==> src/rtl/banner_pkg.sv <==
// ---- banner_pkg : shared state type, grid size and message bitmaps (rev 1.0) ----
`default_nettype none

package banner_pkg;

  typedef enum logic [1:0] {
    ST_IDLE   = 2'd0,
    ST_SCROLL = 2'd1,
    ST_HOLD   = 2'd2
  } banner_state_t;

  localparam int GRID_W = 32;
  localparam int GRID_H = 25;

  // One 32-bit word per cell row; bit 31 is cell column 0 so the literals read left to right.
  localparam logic [31:0] MSG_YOU_WIN [0:24] = '{
    32'b10001_0_01110_0_10001_000_000_000_000_000,
    32'b10001_0_10001_0_10001_000_000_000_000_000,
    32'b01010_0_10001_0_10001_000_000_000_000_000,
    32'b00100_0_10001_0_10001_000_000_000_000_000,
    32'b00100_0_10001_0_10001_000_000_000_000_000,
    32'b00100_0_10001_0_10001_000_000_000_000_000,
    32'b00100_0_01110_0_01110_000_000_000_000_000,
    32'h0000_0000,
    32'h0000_0000,
    32'b000000_10001_0_01110_0_10001_000_000_000,
    32'b000000_10001_0_00100_0_11001_000_000_000,
    32'b000000_10001_0_00100_0_10101_000_000_000,
    32'b000000_10101_0_00100_0_10011_000_000_000,
    32'b000000_10101_0_00100_0_10001_000_000_000,
    32'b000000_10101_0_00100_0_10001_000_000_000,
    32'b000000_01010_0_01110_0_10001_000_000_000,
    32'h0000_0000,
    32'h0000_0000,
    32'h0000_0000,
    32'h0000_0000,
    32'h0000_0000,
    32'h0000_0000,
    32'h0000_0000,
    32'h0000_0000,
    32'hFFFF_FFFF
  };

  localparam logic [31:0] MSG_GAME_OVER [0:24] = '{
    32'b01110_0_01110_0_10001_0_11111_000_000_000,
    32'b10001_0_10001_0_11011_0_10000_000_000_000,
    32'b10000_0_10001_0_10101_0_10000_000_000_000,
    32'b10111_0_11111_0_10101_0_11110_000_000_000,
    32'b10001_0_10001_0_10001_0_10000_000_000_000,
    32'b10001_0_10001_0_10001_0_10000_000_000_000,
    32'b01110_0_10001_0_10001_0_11111_000_000_000,
    32'h0000_0000,
    32'h0000_0000,
    32'b01110_0_10001_0_11111_0_11110_000_000_000,
    32'b10001_0_10001_0_10000_0_10001_000_000_000,
    32'b10001_0_10001_0_10000_0_10001_000_000_000,
    32'b10001_0_10001_0_11110_0_11110_000_000_000,
    32'b10001_0_10001_0_10000_0_10100_000_000_000,
    32'b10001_0_01010_0_10000_0_10010_000_000_000,
    32'b01110_0_00100_0_11111_0_10001_000_000_000,
    32'h0000_0000,
    32'h0000_0000,
    32'h0000_0000,
    32'h0000_0000,
    32'h0000_0000,
    32'h0000_0000,
    32'h0000_0000,
    32'h0000_0000,
    32'hFFFF_FFFF
  };

endpackage

`default_nettype wire

==> src/rtl/banner_glyph_rom.sv <==
// ---- banner_glyph_rom : combinational cell lookup into the message bitmaps (rev 1.0) ----
`default_nettype none

module banner_glyph_rom
  import banner_pkg::*;
(
  input  logic       msg,
  input  logic [4:0] cell_r,
  input  logic [4:0] cell_c,
  output logic       lit_bit
);

  // ~cell_c maps cell column 0 onto bit 31 of the row word.
  always_comb begin
    lit_bit = 1'b0;
    if (cell_r < 5'(GRID_H)) begin
      if (msg) begin
        lit_bit = MSG_GAME_OVER[cell_r][~cell_c];
      end else begin
        lit_bit = MSG_YOU_WIN[cell_r][~cell_c];
      end
    end
  end

endmodule

`default_nettype wire

==> src/rtl/banner_scroller.sv <==
// ---- banner_scroller : scrolls a bitmap banner up the screen, parks and blinks it (rev 1.0) ----
`default_nettype none

module banner_scroller
  import banner_pkg::*;
#(
  parameter int                 PIX_W       = 12,
  parameter int                 COLOR_W     = 4,
  parameter logic [COLOR_W-1:0] FG          = {COLOR_W{1'b1}},
  parameter int                 TICK_DIV    = 1000000,
  parameter int                 STEP        = 3,
  parameter int                 START_ROW   = 480,
  parameter int                 START_COL   = 192,
  parameter int                 STOP_ROW    = 140,
  parameter int                 SCALE_LOG2  = 3,
  parameter int                 BLINK_TICKS = 16
) (
  input  logic               clk,
  input  logic               rst,
  input  logic [PIX_W-1:0]   pixel_row,
  input  logic [PIX_W-1:0]   pixel_column,
  input  logic               enable,
  input  logic               msg_sel,
  input  logic               blink_en,
  output logic [COLOR_W-1:0] pix_out,
  output logic               pix_hit,
  output logic               parked
);

  localparam int TW = (TICK_DIV > 1) ? $clog2(TICK_DIV) : 1;
  localparam int BW = (BLINK_TICKS > 1) ? $clog2(BLINK_TICKS) : 1;

  localparam logic [TW-1:0]    TICK_LAST  = TW'(TICK_DIV - 1);
  localparam logic [BW-1:0]    BLINK_LAST = BW'(BLINK_TICKS - 1);
  localparam logic [PIX_W-1:0] START_POS  = PIX_W'(START_ROW);
  localparam logic [PIX_W-1:0] STOP_POS   = PIX_W'(STOP_ROW);
  localparam logic [PIX_W-1:0] COL_POS    = PIX_W'(START_COL);
  localparam logic [PIX_W-1:0] STEP_V     = PIX_W'(STEP);
  localparam logic [PIX_W:0]   SCROLL_MIN = (PIX_W+1)'(STOP_ROW + STEP + 1);
  localparam logic [PIX_W:0]   ROW_SPAN   = (PIX_W+1)'(GRID_H << SCALE_LOG2);
  localparam logic [PIX_W:0]   COL_SPAN   = (PIX_W+1)'(GRID_W << SCALE_LOG2);

  logic [TW-1:0]    tick_cnt;
  logic             tick;

  banner_state_t    state, state_d;
  logic [PIX_W-1:0] row_pos, row_d;
  logic             vis, vis_d;
  logic [BW-1:0]    blink_cnt, blink_d;
  logic             msg_q, msg_d;

  logic [PIX_W:0]   dr, dc;
  logic [4:0]       cell_r, cell_c;
  logic             in_box;
  logic             rom_bit;
  logic             visible;
  logic             lit;

  // Motion timebase; runs regardless of state so ticks stay evenly spaced.
  always_ff @(posedge clk) begin
    if (rst) begin
      tick_cnt <= '0;
    end else if (tick) begin
      tick_cnt <= '0;
    end else begin
      tick_cnt <= tick_cnt + TW'(1);
    end
  end

  assign tick = (tick_cnt == TICK_LAST);

  always_ff @(posedge clk) begin
    if (rst) begin
      state     <= ST_IDLE;
      row_pos   <= START_POS;
      vis       <= 1'b1;
      blink_cnt <= '0;
      msg_q     <= 1'b0;
    end else begin
      state     <= state_d;
      row_pos   <= row_d;
      vis       <= vis_d;
      blink_cnt <= blink_d;
      msg_q     <= msg_d;
    end
  end

  always_comb begin
    state_d = state;
    row_d   = row_pos;
    vis_d   = vis;
    blink_d = blink_cnt;
    msg_d   = msg_q;
    if (!enable) begin
      // Dropping enable rearms everything and takes priority over a tick.
      state_d = ST_IDLE;
      row_d   = START_POS;
      vis_d   = 1'b1;
      blink_d = '0;
    end else begin
      case (state)
        ST_IDLE: begin
          msg_d   = msg_sel;
          row_d   = START_POS;
          state_d = ST_SCROLL;
        end
        ST_SCROLL: begin
          if (tick) begin
            if ({1'b0, row_pos} >= SCROLL_MIN) begin
              row_d = row_pos - STEP_V;
            end else begin
              row_d   = STOP_POS;
              state_d = ST_HOLD;
            end
          end
        end
        ST_HOLD: begin
          if (!blink_en) begin
            vis_d   = 1'b1;
            blink_d = '0;
          end else if (tick) begin
            if (blink_cnt == BLINK_LAST) begin
              vis_d   = ~vis;
              blink_d = '0;
            end else begin
              blink_d = blink_cnt + BW'(1);
            end
          end
        end
        default: begin
          state_d = ST_IDLE;
          row_d   = START_POS;
        end
      endcase
    end
  end

  // One extra bit keeps the offsets signed so pixels above/left of the banner test negative.
  assign dr     = {1'b0, pixel_row}    - {1'b0, row_pos};
  assign dc     = {1'b0, pixel_column} - {1'b0, COL_POS};
  assign in_box = !dr[PIX_W] && (dr < ROW_SPAN) && !dc[PIX_W] && (dc < COL_SPAN);
  assign cell_r = 5'(dr >> SCALE_LOG2);
  assign cell_c = 5'(dc >> SCALE_LOG2);

  banner_glyph_rom u_rom (
    .msg     (msg_q),
    .cell_r  (cell_r),
    .cell_c  (cell_c),
    .lit_bit (rom_bit)
  );

  assign visible = (state == ST_SCROLL) || ((state == ST_HOLD) && vis);
  assign lit     = visible && in_box && rom_bit;

  always_ff @(posedge clk) begin
    if (rst) begin
      pix_out <= '0;
      pix_hit <= 1'b0;
      parked  <= 1'b0;
    end else begin
      pix_out <= lit ? FG : '0;
      pix_hit <= lit;
      parked  <= (state == ST_HOLD);
    end
  end

endmodule

`default_nettype wire

==> config.mk <==
export PLATFORM = sky130hd
export DESIGN_NAME = banner_scroller
export DESIGN_NICKNAME = d
export VERILOG_FILES = /design/src/rtl/banner_pkg.sv /design/src/rtl/banner_glyph_rom.sv /design/src/rtl/banner_scroller.sv
export SDC_FILE = /design/constraint.sdc
export NUM_CORES = 1
export LEC_CHECK = 0
export BUFFER_PORTS_ARGS = -buffer_cell sky130_fd_sc_hd__buf_2
export CORE_AREA = 4 4 98 77
export DETAILED_ROUTE_END_ITERATION = 8
export DIE_AREA = 0 0 102 81
export GPL_ROUTABILITY_DRIVEN = 0
export PLACE_DENSITY_LB_ADDON = 0.08
export SYNTH_ARGS = -nofsm -noshare
export SYNTH_HDL_FRONTEND = slang
export SYNTH_HIERARCHICAL = 1
export SYNTH_SLANG_ARGS = --single-unit
==> constraint.sdc <==
create_clock -name clk -period 6.8 [get_ports clk]
set_clock_uncertainty 0.05 [all_clocks]
set_input_delay 0.34 -clock clk [delete_from_list [all_inputs] [get_ports clk]]
set_output_delay 0.34 -clock clk [all_outputs]
set_load 0.005 [all_outputs]
# Word-level counts from Yosys, hierarchy flattened
# Memories as Yosys holds them, arrays and structs flattened.
# Index checks and enable logic that the tools add are counted.
# totals
mem_bits_ro,2048
word_cells,75
out_inout_bits,6
ramBits,0
inputBits,29
mem_count,2
latchBits,0
reg_bits,46
# classes
mul,0
reduce_logical,17
order_cmp,6
shifts,0
n_addsub,5
n_eq_ne,8
mux,23
div_mod_pow,0
bitwise,5
# mem_list
name,depth,word_bits,read_ports,rd_ports_with_merged_regs,write_ports,line_no,source
(name not given),32,32,1,0,0,banner_glyph_rom.sv:20,lit_bit = MSG_YOU_WIN[cell_r][~cell_c];
(name not given),32,32,1,0,0,banner_glyph_rom.sv:18,lit_bit = MSG_GAME_OVER[cell_r][~cell_c];
# ops
operator,count
two-way mux 32 bit,4
two-way mux 12 bit,2
one-hot mux 12 bit (2 select lines),1
"adder 20 x 1 -> 20 bit, second input constant",1
"equality test 20 bit, second input constant",1
two-way mux 4 bit,4
"less-than comparator 13 x 8 -> 1 bit, second input constant",1
"less-than comparator 13 x 9 -> 1 bit, second input constant",1
subtractor 12 x 12 -> 13 bit,1
"subtractor 12 x 8 -> 13 bit, second input constant",1
"greater-or-equal comparator 12 x 8 -> 1 bit, second input constant",1
"subtractor 12 x 2 -> 12 bit, second input constant",1
binary-select mux 1 bit (select 5 bit),2
two-way mux 1 bit,7
"greater-or-equal comparator 6 bit, second input constant",1
logical AND 1 bit,6
"less-than comparator 5 x 6 -> 1 bit, second input constant",1
NOT 5 -> 6 bit,1
one-hot mux 2 bit (3 select lines),1
AND reduction 2 bit,3
AND reduction 3 bit,2
"less-than comparator 5 bit, second input constant",1
NOT 5 bit,1
"adder 4 x 1 -> 4 bit, second input constant",1
11 further kinds,18

# Logic depth before layout (Yosys ltp)
# logic_depth
depth_word,11
mapped_depth,23
depth_no_buf,20

# Modules after synthesis
# The synthesis kept the hierarchy.
# by_module_without_submodules
mod,n_inst,seq_area_each_um2,cells_each,area_each_um2
banner_scroller,1,840.8,317,2527.4
banner_glyph_rom,1,0.0,151,999.7

# Worst setup path before layout
# OpenSTA, ideal clock, no wires.
# synth_path
path_type,register to register
startpoint,reg row_pos[2]
endpoint,reg pix_out[2]
synth_period_minus_slack_ns,5.193
slack_ns,1.607
path_stages_with_launch,22
arrival_ns,5.029
required_time_ns,6.635
n_path_buf,1
setup_time_ns,0.115
cell_sequence,dfxtp_1 > inv_1 > ha_1 > a21o_1 > a31o_2 > a21oi_1 > xnor2_1 > buf_2 > inv_1 > ha_1 > or3_1 > a31oi_1 > a21oi_1 > a221o_1 > a221oi_1 > a211o_1 > nor4b_1 > o21ai_0 > a2111oi_0 > o2111ai_1 > a311o_1 > a2111oi_0
# synth_between
elab_chain_cells,11
elab_cells_between_ends,23
cone_classes,1 x add/sub; 2 x order compare; 11 x mux; 1 x bitwise; 6 x reduce/logical; 2 x memory
# synth_rtl
element,line_no,source
from (decl),banner_scroller.sv:47,"logic [PIX_W-1:0] row_pos, row_d;"
from (signal assigned),banner_scroller.sv:81,row_pos <= row_d;
subtractor 12 x 12 -> 13 bit *,banner_scroller.sv:139,"assign dr = {1'b0, pixel_row} - {1'b0, row_pos};"
net dr[4],banner_scroller.sv:52,"logic [PIX_W:0] dr, dc;"
NOT 5 -> 6 bit (not written as such),"banner_glyph_rom.sv:18, banner_glyph_rom.sv:20",
"memory (32 x 32 bit), on equally long branches",n/a,
"two-way mux 32 bit, on equally long branches (2 in series)","banner_glyph_rom.sv:20, banner_glyph_rom.sv:18",
"binary-select mux 1 bit (select 5 bit), on equally long branches","banner_glyph_rom.sv:20, banner_glyph_rom.sv:18",
"two-way mux 1 bit, on equally long branches","banner_glyph_rom.sv:20, banner_glyph_rom.sv:18",
two-way mux 1 bit,banner_glyph_rom.sv:17,if (msg) begin
two-way mux 1 bit *,banner_glyph_rom.sv:16,if (cell_r < 5'(GRID_H)) begin
net rom_bit,banner_scroller.sv:55,logic rom_bit;
logical AND 1 bit *,banner_scroller.sv:153,assign lit = visible && in_box && rom_bit;
two-way mux 4 bit *,banner_scroller.sv:161,pix_out <= lit ? FG : '0;
to (signal assigned),banner_scroller.sv:161,
to (decl),banner_scroller.sv:25,"output logic [COLOR_W-1:0] pix_out,"
# The timed path passes the listed nets; every way through them passes the cells marked *. The select of a mux whose other input is x is not followed.
# A chain may end at the register's enable or synchronous reset.

# Final worst setup path
# Same ends and word-level chain as after synthesis.

==> flow_metrics.env <==
export IMPL_outcome="completed"
export IMPL_drive_gt1_frac=0.108
export IMPL_ys_warn_count=6
export IMPL_diodes=0
export IMPL_avgSynthCellArea_um2=7.54
export IMPL_synth_cell_types=62
export IMPL_die_h_um=81
export IMPL_dp_hpwl_mm=6.20
export IMPL_postCtsHoldBufs=0
export IMPL_async_flop_share=0
export IMPL_crit_fanout=6
export IMPL_vdd_drop_max_v=0.0000745
export IMPL_synth_net_count=520
export IMPL_die_area_um2=8260
export IMPL_setup_tns_ps=0
export IMPL_path_clk_slew_ps=80
export IMPL_pre_cts_slack_ps=907
export IMPL_maxCapViolCount=0
export IMPL_start_kind="flip-flop"
export IMPL_port_buffers=31
export IMPL_fmax_mhz=169
export IMPL_post_route_period_util=0.869
export IMPL_postSynthCellCount=468
export IMPL_ff2ff_setup_slack_ps=890
export IMPL_vias=3380
export IMPL_arrival_ps=6050
export IMPL_wl_per_cell_um=14.6
export IMPL_crit_required_ps=6940
export IMPL_avgViaCountPerCell=5.97
export IMPL_drcViolationCount=0
export IMPL_critPathSlowestCell="a2111oi_0"
export IMPL_report_final_slew_viol_count=0
export IMPL_grt_overflow=0
export IMPL_track_usage=0.205
export IMPL_synthesis_area_um2=3530
export IMPL_ff_latch_area_um2=841
export IMPL_n_fill_cell=644
export IMPL_antenna_left=0
export IMPL_firstDrtPassIters=4
export IMPL_finalSetupViolCount=0
export IMPL_core_um2=6640
export IMPL_ctsRootBufferMaster="clkbuf_8"
export IMPL_initial_utilization=0.531
export IMPL_grt_max_degree=27
export IMPL_p_per_area_nw_per_um2=173
export IMPL_fin_total_pwr_uw=656
export IMPL_cts_sinks=42
export IMPL_stdcell_area_um2=3790
export IMPL_nNetsFinal=533
export IMPL_cts_buffers=5
export IMPL_p_leak_nw=1.46
export IMPL_synth_seq_cells=42
export IMPL_cp_slowest_stage_delay_ps=430
export IMPL_grt_pass1_vias=3002
export IMPL_cts_tree="built"
export IMPL_cts_setup_buffers=0
export IMPL_period_minus_slack_ps=5910
export IMPL_synth_ff_type="dfxtp_1"
export IMPL_synthXorXnorAreaFrac=0.0795
export IMPL_hold_viol=0
export IMPL_clockBufferDepth=2
export IMPL_htree_levels=2
export IMPL_path_buf_inv=2
export IMPL_clk_latency_ps=290
export IMPL_synthMuxAreaShare=0.0369
export IMPL_wl_mm=8.29
export IMPL_hold_ws_ps=222
export IMPL_tightest_slew_ps=863
export IMPL_cts_resized=0
export IMPL_die_width_um=102
export IMPL_drt_iter0_markers=157
export IMPL_synthToLayoutAreaGrowth_pct=7.34
export IMPL_hp_class="input port to flip-flop"
export IMPL_critical_path_class="flip-flop to flip-flop"
export IMPL_slew_limit_headroom=0.424
export IMPL_grt_antenna_before_repair=0
export IMPL_synth_top_family_by_area="simple AND/OR/NAND/NOR gates"
export IMPL_synthAdderAreaFrac=0.0816
export IMPL_fin_ws_ps=888
export IMPL_ios=35
export IMPL_rows=26
export IMPL_crit_chain="inv_1 > ha_1 > a21o_1 > a31o_2 > a21oi_1 > xnor2_1 > inv_1 > ha_1 > or3_1 > a31oi_1 > a21oi_1 > a221o_1 > a221oi_1 > a211o_1 > nor4b_1 > o21ai_0 > a2111oi_0 > o2111ai_1 > a311o_1 > a2111oi_0"
export IMPL_postPlaceCellArea_um2=3680
export IMPL_multiInputGateArea_um2=2450
export IMPL_grt_pass1_wl_mm=13.9
export IMPL_crit_family="compound AO/OA/AOI/OAI gates"
export IMPL_synthSimpleGateAreaFrac=0.262
export IMPL_synth_seq_area_share=0.238
export IMPL_rsz0062_at_grt="false"
export IMPL_synth_edf_count=0
export IMPL_critPathCaptureType="flip-flop"
export IMPL_synth_compound_area_frac=0.232
cell usage in the layout (no fill, tap or decap), drive strengths merged, types with 18 or more instances in the layout:
cell type  instances
nor2              48
nand3             23
o21ai             25
dfxtp             42
inv               25
nand2             39
a21oi             35
xor2              18
buf               34
ha                23
cell type report:
type / count / area share
tap: 84 / 0.0278
clock buffer: 6 / 0.0192
inverter: 26 / 0.0258
clock inverter: 2 / 0.00991
sequential: 42 / 0.222
multi-input combinational: 372 / 0.648
timing repair buffer: 34 / 0.0469
synthesized netlist by cell type (5+ instances only):
library cell | number | area share
nor2_1 | 48 | 0.051
dfxtp_1 | 42 | 0.24
nand2_1 | 39 | 0.042
a21oi_1 | 35 | 0.050
inv_1 | 25 | 0.027
o21ai_0 | 24 | 0.034
ha_1 | 23 | 0.082
nand3_1 | 23 | 0.033
xor2_1 | 18 | 0.045
nor3_1 | 15 | 0.021
xnor2_1 | 14 | 0.035
nor2b_1 | 12 | 0.021
clkbuf_1 | 10 | 0.011
buf_2 | 8 | 0.011
nand2b_1 | 8 | 0.014
buf_4 | 7 | 0.015
and3_1 | 6 | 0.011
nand4_1 | 6 | 0.011
nor3b_1 | 6 | 0.013
a21o_1 | 5 | 0.011
a31oi_1 | 5 | 0.0089
nor4_1 | 5 | 0.0089
routing by layer:
layer,vias to the layer above,global-route usage,part of all wire
met2,87,0.311,0.44
met3,11,0.0498,0.055
met4,0,0.0459,0.013
li1,1720,-,-
met5,-,0,0
met1,1562,0.292,0.49
final timing paths:
kind	from	to	cells past startpoint
max	row_pos[2]$_SDFFE_PP0P_	pix_out[2]$_SDFF_PP0_	20
min	rst	msg_q$_SDFFE_PP0P_	2
max reg2reg	row_pos[2]$_SDFFE_PP0P_	pix_out[2]$_SDFF_PP0_	20
min reg2reg	blink_cnt[1]$_SDFFE_PP0P_	blink_cnt[1]$_SDFFE_PP0P_	2
through the flow:
stage          instances  utilization
6_report             566        0.571
5_1_grt              566        0.571
4_1_cts              566        0.571
3_5_place_dp         558        0.554
3_3_place_gp         558        0.554
2_1_floorplan        468            -
where the power goes:
group	switching [mW]	internal (mW)
clock	0.0881	0.110
combinational	0.124	0.0835
sequential	0.00292	0.248
worst register-to-register path, stage by stage, from the launching register on:
cell and delay [ps]:
dfxtp_1 390, inv_1 100, ha_1 310, a21o_1 180
a31o_2 240, a21oi_1 320, xnor2_1 310, inv_1 170
ha_1 380, or3_1 410, a31oi_1 170, a21oi_1 60
a221o_1 310, a221oi_1 350, a211o_1 200, nor4b_1 360
o21ai_0 150, a2111oi_0 430, o2111ai_1 200, a311o_1 350
a2111oi_0 340
state kept, by name, indices dropped and copies added (netlist names):
register   flops
blink_cnt      4
msg_q          1
parked         1
pix_out        1
row_pos       12
state          2
tick_cnt      20
vis            1
logic make-up after synthesis:
group,count (synthesis)
DFF,42
xor gates and xnor gates,32
muxes,10
adders and majority gates,23
and+or+nand+nor,184
AOI/OAI and AO/OA,123
buffers and inverters,54
(Power assumes the default switching activity.)
